`src/rtl/lsu_multicycle_pkg.sv`:
```
// Shared types for the multicycle load/store unit: access sizes and FSM states.
package lsu_multicycle_pkg;

  typedef enum logic [1:0] {
    MEM_SIZE__BYTE   = 2'b00,
    MEM_SIZE__HALF   = 2'b01,
    MEM_SIZE__WORD   = 2'b10,
    MEM_SIZE__DOUBLE = 2'b11
  } mem_size_t;

  typedef enum logic [1:0] {
    LSU__IDLE   = 2'b00,
    LSU__ACCESS = 2'b01,
    LSU__DONE   = 2'b10
  } lsu_state_t;

endpackage

```
`src/rtl/lsu_multicycle_if.sv`:
```
// Memory-side req/ack bus of the load/store unit; master is the LSU, slave is the memory.
interface lsu_multicycle_if #(
  parameter int ADDR_W = 32,
  parameter int DATA_W = 32
);

  logic                  mem_req;
  logic                  mem_we;
  logic [DATA_W/8-1:0]   mem_be;
  logic [ADDR_W-1:0]     mem_addr;
  logic [DATA_W-1:0]     mem_wdata;
  logic [DATA_W-1:0]     mem_rdata;
  logic                  mem_ack;

  modport master (
    output mem_req, mem_we, mem_be, mem_addr, mem_wdata,
    input  mem_rdata, mem_ack
  );

  modport slave (
    input  mem_req, mem_we, mem_be, mem_addr, mem_wdata,
    output mem_rdata, mem_ack
  );

endinterface

```
`src/rtl/lsu_multicycle_lane_align.sv`:
```
// Combinational lane steering: byte enables, shifted store data, extended load data
// and the misalignment / illegal-size flag.
module lsu_lane_align
  import lsu_multicycle_pkg::*;
#(
  parameter int DATA_W = 32,
  parameter int BE_W   = DATA_W / 8,
  parameter int OFF_W  = $clog2(DATA_W / 8)
) (
  input  mem_size_t           size,
  input  logic [OFF_W-1:0]    offset,
  input  logic                unsigned_ld,
  input  logic [DATA_W-1:0]   wdata,
  input  logic [DATA_W-1:0]   mem_rdata,
  output logic [BE_W-1:0]     mem_be,
  output logic [DATA_W-1:0]   mem_wdata,
  output logic [DATA_W-1:0]   ld_data,
  output logic                misalign
);

  logic [BE_W-1:0]   be_base;
  logic [DATA_W-1:0] shifted;
  logic [DATA_W-1:0] mask;
  logic              sign_bit;

  // A full-width access has an all-ones mask, so the extension term vanishes and
  // unsigned_ld has no effect there.
  always_comb begin
    be_base  = '1;
    mask     = '1;
    shifted  = mem_rdata >> {offset, 3'b000};
    sign_bit = shifted[DATA_W-1];
    misalign = 1'b0;
    case (size)
      MEM_SIZE__BYTE: begin
        be_base  = BE_W'(1);
        mask     = DATA_W'(8'hFF);
        sign_bit = shifted[7];
      end
      MEM_SIZE__HALF: begin
        be_base  = BE_W'(2'b11);
        mask     = DATA_W'(16'hFFFF);
        sign_bit = shifted[15];
        misalign = offset[0];
      end
      MEM_SIZE__WORD: begin
        be_base  = BE_W'(4'hF);
        mask     = DATA_W'(32'hFFFF_FFFF);
        sign_bit = shifted[31];
        misalign = (offset & OFF_W'(3)) != '0;
      end
      default: begin
        misalign = (DATA_W == 32) || (offset != '0);
      end
    endcase
    mem_be    = be_base << offset;
    mem_wdata = wdata << {offset, 3'b000};
    ld_data   = (shifted & mask) | ((!unsigned_ld && sign_bit) ? ~mask : '0);
  end

endmodule

```
`src/rtl/lsu_multicycle.sv`:
```
// Multicycle load/store unit with req/ack memory handshake.
// Optional macro LSU_TIMEOUT_EN adds a TIMEOUT-cycle ack watchdog.
module lsu_multicycle
  import lsu_multicycle_pkg::*;
#(
  parameter int ADDR_W  = 32,
  parameter int DATA_W  = 32,
  parameter int TIMEOUT = 16
) (
  input  logic                clk,
  input  logic                reset,
  input  logic                req,
  input  logic                we,
  input  mem_size_t           size,
  input  logic                unsigned_ld,
  input  logic [ADDR_W-1:0]   addr,
  input  logic [DATA_W-1:0]   wdata,
  output logic                ready,
  output logic                done,
  output logic                err,
  output logic [DATA_W-1:0]   rdata,
  lsu_multicycle_if.master    mem
);

  localparam int BE_W  = DATA_W / 8;
  localparam int OFF_W = $clog2(BE_W);

  lsu_state_t          state_q, state_d;
  logic                we_q, uns_q, err_q;
  mem_size_t           size_q;
  logic [ADDR_W-1:0]   addr_q;
  logic [DATA_W-1:0]   wdata_q, rdata_q;

  logic                in_idle, in_access, accept, timed_out;
  mem_size_t           la_size;
  logic [OFF_W-1:0]    la_offset;
  logic                la_uns;
  logic [DATA_W-1:0]   la_wdata;
  logic [BE_W-1:0]     la_be;
  logic [DATA_W-1:0]   la_wdata_sh, la_ld_data;
  logic                la_misalign;

  assign in_idle   = (state_q == LSU__IDLE);
  assign in_access = (state_q == LSU__ACCESS);
  assign accept    = in_idle && req;

  // In IDLE the aligner sees the live request so misalignment is caught before
  // acceptance; afterwards it sees the latched request.
  assign la_size   = in_idle ? size                : size_q;
  assign la_offset = in_idle ? addr[OFF_W-1:0]     : addr_q[OFF_W-1:0];
  assign la_uns    = in_idle ? unsigned_ld         : uns_q;
  assign la_wdata  = in_idle ? wdata               : wdata_q;

  lsu_lane_align #(
    .DATA_W (DATA_W)
  ) u_lane_align (
    .size        (la_size),
    .offset      (la_offset),
    .unsigned_ld (la_uns),
    .wdata       (la_wdata),
    .mem_rdata   (mem.mem_rdata),
    .mem_be      (la_be),
    .mem_wdata   (la_wdata_sh),
    .ld_data     (la_ld_data),
    .misalign    (la_misalign)
  );

`ifdef LSU_TIMEOUT_EN
  localparam int CNT_W = $clog2(TIMEOUT + 1);
  logic [CNT_W-1:0] wait_cnt;

  always_ff @(posedge clk or posedge reset) begin
    if (reset) begin
      wait_cnt <= '0;
    end else if (!in_access) begin
      wait_cnt <= '0;
    end else if (!mem.mem_ack) begin
      wait_cnt <= wait_cnt + CNT_W'(1);
    end
  end

  // An ack in the final allowed cycle still wins over the watchdog.
  assign timed_out = in_access && !mem.mem_ack && (wait_cnt == CNT_W'(TIMEOUT - 1));
`else
  localparam int unused_timeout = TIMEOUT;
  assign timed_out = 1'b0;
`endif

  always_ff @(posedge clk or posedge reset) begin
    if (reset) begin
      state_q <= LSU__IDLE;
    end else begin
      state_q <= state_d;
    end
  end

  always_comb begin
    state_d = state_q;
    case (state_q)
      LSU__IDLE:   if (req) state_d = la_misalign ? LSU__DONE : LSU__ACCESS;
      LSU__ACCESS: if (mem.mem_ack || timed_out) state_d = LSU__DONE;
      LSU__DONE:   state_d = LSU__IDLE;
      default:     state_d = LSU__IDLE;
    endcase
  end

  // Request latch, error flag and load result register.
  always_ff @(posedge clk or posedge reset) begin
    if (reset) begin
      we_q    <= 1'b0;
      uns_q   <= 1'b0;
      size_q  <= MEM_SIZE__BYTE;
      addr_q  <= '0;
      wdata_q <= '0;
      err_q   <= 1'b0;
      rdata_q <= '0;
    end else begin
      if (accept) begin
        we_q    <= we;
        uns_q   <= unsigned_ld;
        size_q  <= size;
        addr_q  <= addr;
        wdata_q <= wdata;
        err_q   <= la_misalign;
        if (la_misalign) rdata_q <= '0;
      end
      if (in_access) begin
        if (mem.mem_ack) begin
          err_q <= 1'b0;
          if (!we_q) rdata_q <= la_ld_data;
        end else if (timed_out) begin
          err_q   <= 1'b1;
          rdata_q <= '0;
        end
      end
    end
  end

  assign ready         = in_idle;
  assign done          = (state_q == LSU__DONE);
  assign err           = done && err_q;
  assign rdata         = rdata_q;
  assign mem.mem_req   = in_access;
  assign mem.mem_we    = in_access && we_q;
  assign mem.mem_be    = in_access ? la_be : '0;
  assign mem.mem_addr  = in_access ? {addr_q[ADDR_W-1:OFF_W], {OFF_W{1'b0}}} : '0;
  assign mem.mem_wdata = (in_access && we_q) ? la_wdata_sh : '0;

endmodule

```
`src/flat_wrapper.sv`:
```
// flat-port wrapper written by rule: the top's interface ports become plain ports
module lsu_multicycle_flat import lsu_multicycle_pkg::*;
#(
  parameter int ADDR_W  = 32,
  parameter int DATA_W  = 32,
  parameter int TIMEOUT = 16
)
  (clk, reset, req, we, size, unsigned_ld, addr, wdata, ready, done, err, rdata, mem_mem_req, mem_mem_we, mem_mem_be, mem_mem_addr, mem_mem_wdata, mem_mem_rdata, mem_mem_ack);
  lsu_multicycle_if #(.ADDR_W(ADDR_W), .DATA_W(DATA_W)) mem_i ();
  input  logic clk;
  input  logic reset;
  input  logic req;
  input  logic we;
  input  mem_size_t size;
  input  logic unsigned_ld;
  input  logic [ADDR_W-1:0] addr;
  input  logic [DATA_W-1:0] wdata;
  output logic ready;
  output logic done;
  output logic err;
  output logic [DATA_W-1:0] rdata;
  output wire logic [$bits(mem_i.mem_req)-1:0] mem_mem_req;
  output wire logic [$bits(mem_i.mem_we)-1:0] mem_mem_we;
  output wire logic [$bits(mem_i.mem_be)-1:0] mem_mem_be;
  output wire logic [$bits(mem_i.mem_addr)-1:0] mem_mem_addr;
  output wire logic [$bits(mem_i.mem_wdata)-1:0] mem_mem_wdata;
  input wire logic [$bits(mem_i.mem_rdata)-1:0] mem_mem_rdata;
  input wire logic [$bits(mem_i.mem_ack)-1:0] mem_mem_ack;
  assign mem_mem_req = mem_i.mem_req;
  assign mem_mem_we = mem_i.mem_we;
  assign mem_mem_be = mem_i.mem_be;
  assign mem_mem_addr = mem_i.mem_addr;
  assign mem_mem_wdata = mem_i.mem_wdata;
  assign mem_i.mem_rdata = mem_mem_rdata;
  assign mem_i.mem_ack = mem_mem_ack;
  lsu_multicycle #(.ADDR_W(ADDR_W), .DATA_W(DATA_W), .TIMEOUT(TIMEOUT)) u_core (.clk(clk), .reset(reset), .req(req), .we(we), .size(size), .unsigned_ld(unsigned_ld), .addr(addr), .wdata(wdata), .ready(ready), .done(done), .err(err), .rdata(rdata), .mem(mem_i));
endmodule
```
`config.mk`:
```
export PLATFORM = sky130hd
export DESIGN_NAME = lsu_multicycle_flat
export DESIGN_NICKNAME = d
export VERILOG_FILES = /design/src/rtl/lsu_multicycle_pkg.sv /design/src/rtl/lsu_multicycle_if.sv /design/src/rtl/lsu_multicycle_lane_align.sv /design/src/rtl/lsu_multicycle.sv /design/src/flat_wrapper.sv
export SDC_FILE = /design/constraint.sdc
export NUM_CORES = 1
export LEC_CHECK = 0
export BUFFER_PORTS_ARGS = -buffer_cell sky130_fd_sc_hd__buf_2
export CAP_MARGIN = 5
export CORE_MARGIN = 1
export CORE_UTILIZATION = 55
export DETAILED_ROUTE_END_ITERATION = 10
export PLACE_DENSITY = 0.95
export SLEW_MARGIN = 20
export SYNTH_ARGS = -nofsm -noshare
export SYNTH_HDL_FRONTEND = slang
export SYNTH_HIERARCHICAL = 1
export SYNTH_SLANG_ARGS = --single-unit
```
`constraint.sdc`:
```
create_clock -name clk -period 8.92 [get_ports clk]
set_input_delay 0.892 -clock clk [delete_from_list [all_inputs] [get_ports clk]]
set_output_delay 0.892 -clock clk [all_outputs]
set_load 0.03 [all_outputs]
```
==> results of run 1 <==
-- metrics by stage --
stage | hold WS (ns) | worst slack, ns
floorplan | 0.4489 | 5.324
global placement | 0.4601 | 4.225
detailed placement | 0.4748 | 4.051
CTS | 0.4787 | 3.621
global route | 0.4873 | 3.668
finish | 0.4786 | 3.885
-- layout by cell type (no fill, tap or decap), drive strengths merged, types with 3 or more instances in the layout --
| cell type | count |
|---|---|
| a221oi | 8 |
| nor2b | 13 |
| a22o | 32 |
| clkbuf | 10 |
| nand2 | 26 |
| buf | 212 |
| and2 | 44 |
| dfrtp | 103 |
| o22ai | 9 |
| mux2 | 114 |
| and3 | 32 |
| a21oi | 13 |
| o21ai | 30 |
| a211oi | 9 |
| mux2i | 32 |
| inv | 4 |
| clkinv | 3 |
| nor2 | 20 |
-- layer usage --
layer	vias to the layer above	global-route usage	wire length [um]
met2	245	0.4563	7807
met5	-	0	13
met4	2	0.1155	418
met1	2470	0.3662	6754
met3	48	0.08499	1359
li1	2346	-	-
-- cell usage after synthesis, drive strengths merged (2+ instances only) --
cell type  count  area (um2)
mux4           2       45.04
buf           36       294.0
nor3           2       21.27
mux2i         32       320.3
o21ai         30       161.4
clkbuf        16       60.06
nand2         26       100.1
nand2b         2       12.51
a21oi         13       76.33
a211oi         9       67.56
nor2b         13       88.83
nor2          20       98.84
a221oi         8       70.07
and2          44       275.3
o22ai          9       56.30
mux2         114        1284
a22o          32       280.3
dfrtp        103        2577
and3          32       200.2
inv            3       11.26
and4bb         2       25.02
-- path summary, 6_finish.rpt --
kind                                   startpoint           endpoint
worst max-delay path            u_core/state_q[1]  mem_mem_wdata[21]
worst min-delay path                        reset   u_core/rdata[24]
worst max register to register  u_core/state_q[1]   u_core/rdata[21]
worst min register to register   u_core/addr_q[4]   u_core/addr_q[4]
max in group asynchronous                   reset  u_core/addr_q[26]
min in group clk                 u_core/addr_q[4]   u_core/addr_q[4]
-- critical path, stage by stage (launching register included) --
cell     delay [ns]
dfrtp_1        0.54
nor2_4         0.89
mux2_2         0.33
buf_4          0.58
nor2b_2        0.73
nand2_1        0.15
o21ai_0        0.14
and3_1         0.19
buf_2          0.20
-- registers in the layout (all words and copies together) (netlist names) --
register and cells:
u_core/wdata_q 32, u_core/err_q 1, u_core/state_q 2, u_core/rdata 32, u_core/uns_q 1, u_core/we_q 1, u_core/size_q 2, u_core/addr_q 32
-- kinds of logic after synthesis --
kind of cell | after synthesis | synth area share
buffers and inverters | 56 | 0.05969
AO/OA/AOI/OAI | 103 | 0.1182
AND/OR/NAND/NOR | 145 | 0.1380
flip-flops | 103 | 0.4168
multiplexers | 148 | 0.2667
other | 1 | 0.0006065
-- power groups by stage --
stage	clock network, mW	logic [mW]	registers, mW
floorplan	0	1.20	0.915
global placement	0	1.54	0.822
detailed placement	0	1.59	0.843
CTS	0.342	1.59	0.838
global route	0.362	1.73	0.867
finish	0.333	1.62	0.840
-- layout make-up --
type,instances,area [um2]
Fill cell,819,3551
Multi-Input combinational cell,398,3243
Sequential cell,103,2577
Timing Repair Buffer,212,1089
Tap cell,140,175.2
Clock buffer,10,137.6
Clock inverter,6,92.59
Inverter,4,17.52
Antenna cell,2,5.005
==> reports/qor.txt, run 1 <==
======================================================================================
Run status                                                                complete, no violations
Power after layout                                                            2.788 mW
Part of the power in the clock network                                           0.119
Ratio of routed vias to standard cells                                           5.841
Category of the worst setup path capture point                            primary output
Setup repair after global routing missed its margin                                 no
Startpoint kind of the worst setup timing path                                register
Fraction of final layout cells with drive strength greater than 1               0.4857
Post_cts resized                                                                     0
Clock slew at the register clock pins of the worst setup and hold paths        0.10 ns
Hold Crit Class                                                           input pin to asynchronous set/reset pin
Count of port buffers added during placement                                       206
Max capacitance violation total                                                      0
Flops & latches, synth                                                             103
Combinational fraction of design power                                           0.579
Synth unique cells                                                                  44
Fin. max-slew vios                                                                   0
Number of buffers between clock root and the deepest sink                            2
Half-perimeter wire length of the detailed placement result                   11860 um
Depth of the worst register-to-register path                                         8
Kind of critical path                                                     register to primary output
Total count of hold-check failures in the final report                               0
Final global-route overflow total                                                    0
Largest fanout on the critical path                                                 65
Measured slew at the worst slew-check pin                                     1.123 ns
Via count of the first global-routing pass                                        5159
Number of endpoints failing setup at the final stage                                 0
Number of antenna violations at the first check in global routing                    2
Layout Cell Area excl Fill                                                    7337 um2
Remaining DRCs                                                                       0
Peak supply drop                                                              207.4 uV
DRT iter0 DRCs                                                                     471
Wire length of the first global-routing pass                                  25810 um
Layout Nets                                                                        832
Maximum number of pins on one net before global-route repair                        75
Final worst path period share                                                   0.5644
Vertical die dimension                                                        108.0 um
Pint                                                                          1.520 mW
Hold-fix buffers at CTS                                                              0
Sequential share of power                                                        0.301
Placed Instances                                                                   856
Worst rel slew slack                                                            0.2498
Die span in x                                                                 108.0 um
Time the worst path needs with I/O delays and setup                           5.035 ns
Switching component of the power                                              1.268 mW
Root Driver                                                                   clkbuf_8
Arrival time at the worst endpoint                                             4.14 ns
Power per Cell Area                                                       380.0 nW/um2
Global-route usage over all layers                                              0.2869
Initial core utilization                                                        0.5679
I/O pins                                                                           209
Setup Fix Bufs, Post-CTS                                                             0
Final standard cell count with taps included and fillers excluded                  875
Count of H-tree levels built during CTS                                              3
Die area                                                                     11670 um2
Utilization after layout                                                        0.6739
Iteration count of the initial detailed-routing pass                                 6
EDFF count, synth                                                                    0
Switch share                                                                    0.4547
Max Clock Freq                                                               198.6 MHz
Worst setup slack for register-to-register paths                               4.89 ns
Inserted Clock Buffers                                                               9
Sinks on the clock net                                                             103
Total via count in the routed design                                              5111
Warning count from the yosys run                                                     6
Count of antenna-violating nets left after detailed routing                          0
Worst skew pair latency                                                        0.38 ns
Placement row count                                                                 38
Top FF cell, synth                                                             dfrtp_1
Final RePlAce weighted congestion                                               0.9076
Number of cells produced by synthesis                                              556
Wirelength, routed                                                            16350 um
Final worst clock skew                                                     0.008488 ns
Routed WL per cell                                                            18.69 um
Avg Inst Size Synth                                                          11.12 um2
Core box area                                                                10890 um2
Async set-reset flop share out of synthesis                                      1.000
Post-place instance area                                                      7079 um2
Critical path required time                                                    8.03 ns
Area growth from synthesis to final layout                                      18.66%
Leakage                                                                       3.742 nW
Post-synthesis sequential area ratio                                            0.4168
Final TNS setup                                                                   0 ns
Netlist Area Pre-Place                                                        6183 um2
TritonCTS clock tree                                                               yes
======================================================================================
(Power assumes the default switching activity.)
==> inputs of run 2 (changes only) <==
- ABC_AREA: unset -> 1
- CORE_UTILIZATION: 55 -> 46
- PLACE_DENSITY: 0.95 -> 0.86
- clock period: 8.92 -> 4.5 ns (I/O delays scaled with it)
==> reports/qor.txt, run 2 <==
======================================================================================
Post_cts resized                                                                     0   unchanged
Worst rel slew slack                                                            0.3811   +0.1313
Final TNS setup                                                                   0 ns   unchanged
Global-route usage over all layers                                              0.2471   -0.03980
Count of H-tree levels built during CTS                                              3   unchanged
Number of cells produced by synthesis                                              926   +67%
Global-route met3 utilization                                                  0.03440   -0.05059
Via count of the first global-routing pass                                        5574   +8.0%
Wirelength, routed                                                            16780 um   +2.6%
Initial core utilization                                                        0.4781   -0.08977
Fraction of the mapped netlist area in compound gates                           0.1643   +0.04608
Proportion of netlist area held by the largest area contributor                 0.4203   +0.003487
Count of port buffers added during placement                                       206   unchanged
Fraction of final layout cells with drive strength greater than 1               0.2208   -0.2649
Worst skew pair latency                                                        0.35 ns   -0.03 ns
Fin. max-slew vios                                                                   0   unchanged
Global routing usage on met2                                                    0.4116   -0.04471
Critical path required time                                                    4.05 ns   -3.98 ns
Most common cell after layout, fill and taps aside                             nand2_1
Clock slew at the register clock pins of the worst setup and hold paths        0.07 ns   -0.03 ns
Depth of the worst register-to-register path                                         9   +1
Wire length of the first global-routing pass                                  27380 um   +6.1%
Termination of the worst setup path                                       mem_mem_wdata[16]
Combinational fraction of design power                                           0.585   +0.006
Worst setup slack for register-to-register paths                               1.10 ns   -3.79 ns
Share of synthesized cell area in and, or, nand and nor gates                   0.2765   +0.1385
Hold-fix buffers at CTS                                                              0   unchanged
Netlist Area Pre-Place                                                        6132 um2   -0.83%
I/O pins                                                                           209   unchanged
Final RePlAce weighted congestion                                               0.9405   +3.6%
Flops & latches, synth                                                             103   unchanged
Part of the power in the clock network                                           0.135   +0.016
Mux share of post-synthesis cell area                                                0   -0.2667
Placement row count                                                                 41   +7.9%
Post-place instance area                                                      7156 um2   +1.1%
Kind of critical path                                                     register to primary output
Run status                                                                complete, no violations
Placed Instances                                                                  1252   +46%
Adder-cell share of the synthesized area                                             0   unchanged
Highest-count cells in the layout ignoring fill and taps                  nand2_1 (257), buf_2 (206), inv_1 (143), o21ai_0 (140), nor2_1 (113)
Number of buffers between clock root and the deepest sink                            2   unchanged
Die area                                                                     13800 um2   +18%
Startpoint kind of the worst setup timing path                                register
Fraction of synthesized cell area in xor and xnor cells                              0   unchanged
Measured slew at the worst slew-check pin                                    0.9270 ns   -0.1956 ns
Setup Fix Bufs, Post-CTS                                                             0   unchanged
Iteration count of the initial detailed-routing pass                                 5   -1
Count of antenna-violating nets left after detailed routing                          0   unchanged
EDFF count, synth                                                                    0   unchanged
Category of the worst setup path capture point                            primary output
Core box area                                                                12820 um2   +18%
Remaining DRCs                                                                       0   unchanged
Synth unique cells                                                                  27   -39%
Setup repair after global routing missed its margin                                 no
Area growth from synthesis to final layout                                      21.42%
Root Driver                                                                  clkbuf_16
Vertical die dimension                                                        117.5 um   +8.7%
Max capacitance violation total                                                      0   unchanged
Ratio of routed vias to standard cells                                           4.973   -15%
Final global-route overflow total                                                    0   unchanged
Post-synthesis sequential area ratio                                            0.4203   +0.003487
Sequential share of power                                                        0.280   -0.021
Leakage                                                                       4.342 nW   +16%
Reg-to-reg critical path endpoint                                         u_core/rdata[4]
Busiest layer in global routing                                                   met2
Top FF cell, synth                                                             dfrtp_1
Final worst clock skew                                                     0.006451 ns   -0.002037 ns
Peak supply drop                                                              314.0 uV   +51%
Inserted Clock Buffers                                                               9   unchanged
Die span in x                                                                 117.5 um   +8.7%
TritonCTS clock tree                                                               yes
Cell Chain, Critical Path                                                 nor2_2 -> nand2_1 -> o21ai_4 -> buf_4 -> nand2_1 -> o22ai_1 -> inv_1 -> nor2_1 -> buf_2
Largest fanout on the critical path                                                 28   -57%
Power per Cell Area                                                       729.7 nW/um2   +92%
Time the worst path needs with I/O delays and setup                           3.538 ns
Critical path launch point                                                u_core/state_q[0]
Sinks on the clock net                                                             103   unchanged
Total count of hold-check failures in the final report                               0   unchanged
Least setup slack across all paths after layout                              0.9624 ns   -2.923 ns
Leading cell type by number of instances after synthesis                       nand2_1
Dominant combinational cell family by area after synthesis                simple AND/OR/NAND/NOR gates
Async set-reset flop share out of synthesis                                      1.000   unchanged
Utilization after layout                                                        0.5806   -0.09328
Warning count from the yosys run                                                     6   unchanged
Switch share                                                                    0.5201   +0.06546
Maximum single-stage delay on the critical path                                0.50 ns   -0.39 ns
Pint                                                                          2.607 mW   +71%
Layout Nets                                                                       1196   +44%
Layout Cell Area excl Fill                                                    7446 um2   +1.5%
Hold Crit Class                                                           input pin to asynchronous set/reset pin
Most frequent cells after synthesis                                       nand2_1 (258), inv_1 (144), o21ai_0 (142)
Routed WL per cell                                                            13.22 um   -29%
Leading area contributor after synthesis                                       dfrtp_1
Synth area leaders                                                        dfrtp_1 (42%), nand2_1 (16%), o21ai_0 (12%), inv_1 (8.8%), nor2_1 (6.9%)
Final worst path period share                                                   0.7861
Final standard cell count with taps included and fillers excluded                 1269   +45%
Switching component of the power                                              2.826 mW   +120%
Worst reg2reg startpoint                                                  u_core/state_q[0]
Avg Inst Size Synth                                                          6.622 um2   -40%
Half-perimeter wire length of the detailed placement result                   12030 um   +1.5%
Number of endpoints failing setup at the final stage                                 0   unchanged
Arrival time at the worst endpoint                                             3.09 ns   -1.05 ns
Total via count in the routed design                                              6311   +23%
Worst slack after detailed placement                                          1.170 ns   -2.881 ns
Max Clock Freq                                                               282.7 MHz
DRT iter0 DRCs                                                                     537   +14%
Most common cell type on the critical path                                     nand2_1
Met1 layer usage reported by global route                                       0.3322   -0.03403
Maximum number of pins on one net before global-route repair                        72   -4.0%
Number of antenna violations at the first check in global routing                    1   -1
Crit path max-delay cell type                                                   nor2_2
======================================================================================
==> run 2: changes by cell type in the layout (fill, tap and decap cells not counted), moves of 14 or more <==
cell     change
a21oi_1     +14
and2_1      -43
inv_1      +142
a22o_1      -32
nand2_1    +232
nand3_1     +39
and3_1      -31
o21ai_0    +113
nor2_1      +95
mux2i_1     -32
mux2_2     -113
==> run 2: how the worst min path moves through the flow <==
stage	start	endpoint	slack, ns	cells after the start
2_1_floorplan	u_core/size_q[1]	u_core/size_q[1]	0.45	2
3_3_place_gp	u_core/wdata_q[28]	u_core/wdata_q[28]	0.47	2
3_5_place_dp	u_core/wdata_q[11]	u_core/wdata_q[11]	0.47	2
4_1_cts	reset	u_core/rdata[16]	0.29	2
5_1_grt	we	u_core/we_q	0.30	3
6_report	reset	u_core/rdata[16]	0.27	2
==> run 2: layer usage <==
layer	up-vias	part of all wire
met4	0	0.021
met2	250	0.48
met3	28	0.058
li1	3184	-
met1	2849	0.44
met5	-	0
==> run 2: power groups by stage <==
| stage | clock, mW | combinational [mW] | sequential, mW |
|---|---|---|---|
| 4_1_cts | 0.746 | 3.16 | 1.52 |
| 5_1_grt | 0.788 | 3.57 | 1.57 |
| 3_3_place_gp | 0 | 3.11 | 1.52 |
| 3_5_place_dp | 0 | 3.15 | 1.53 |
| 2_1_floorplan | 0 | 2.25 | 1.70 |
| 6_report | 0.732 | 3.18 | 1.52 |
==> run 2: final cells by class <==
cell class / instances / area [um2]
antenna: 1 / 2.502
multi-input combinational: 618 / 2735
inverter: 147 / 554.3
clock buffer: 10 / 229.0
tap: 172 / 215.2
timing repair buffer: 213 / 1087
clock inverter: 5 / 45.04
sequential: 103 / 2577
fill: 1271 / 5379
==> run 2: cell families (layout without fill, tap and decap cells) <==
| logic type | count (synthesis) | after routing |
|---|---|---|
| compound gates | 194 | 194 |
| buf+inv | 206 | 375 |
| other cells | 1 | 3 |
| simple gates | 422 | 422 |
| flops | 103 | 103 |
==> run 2: through the flow <==
stage               hold slack (ns)  total power, mW
CTS                          0.2911            5.427
global route                 0.3028            5.922
global placement             0.4657            4.629
detailed placement           0.4731            4.681
finish                       0.2746            5.433
floorplan                    0.4534            3.946
==> run 2: worst max-delay path: cells and delay by family, from the launching register on <==
family	cells	cell delay [ns]
DFF	1	0.44
and+or+nand+nor	4	1.05
AOI/OAI and AO/OA	2	0.56
buffers and inverters	3	0.67
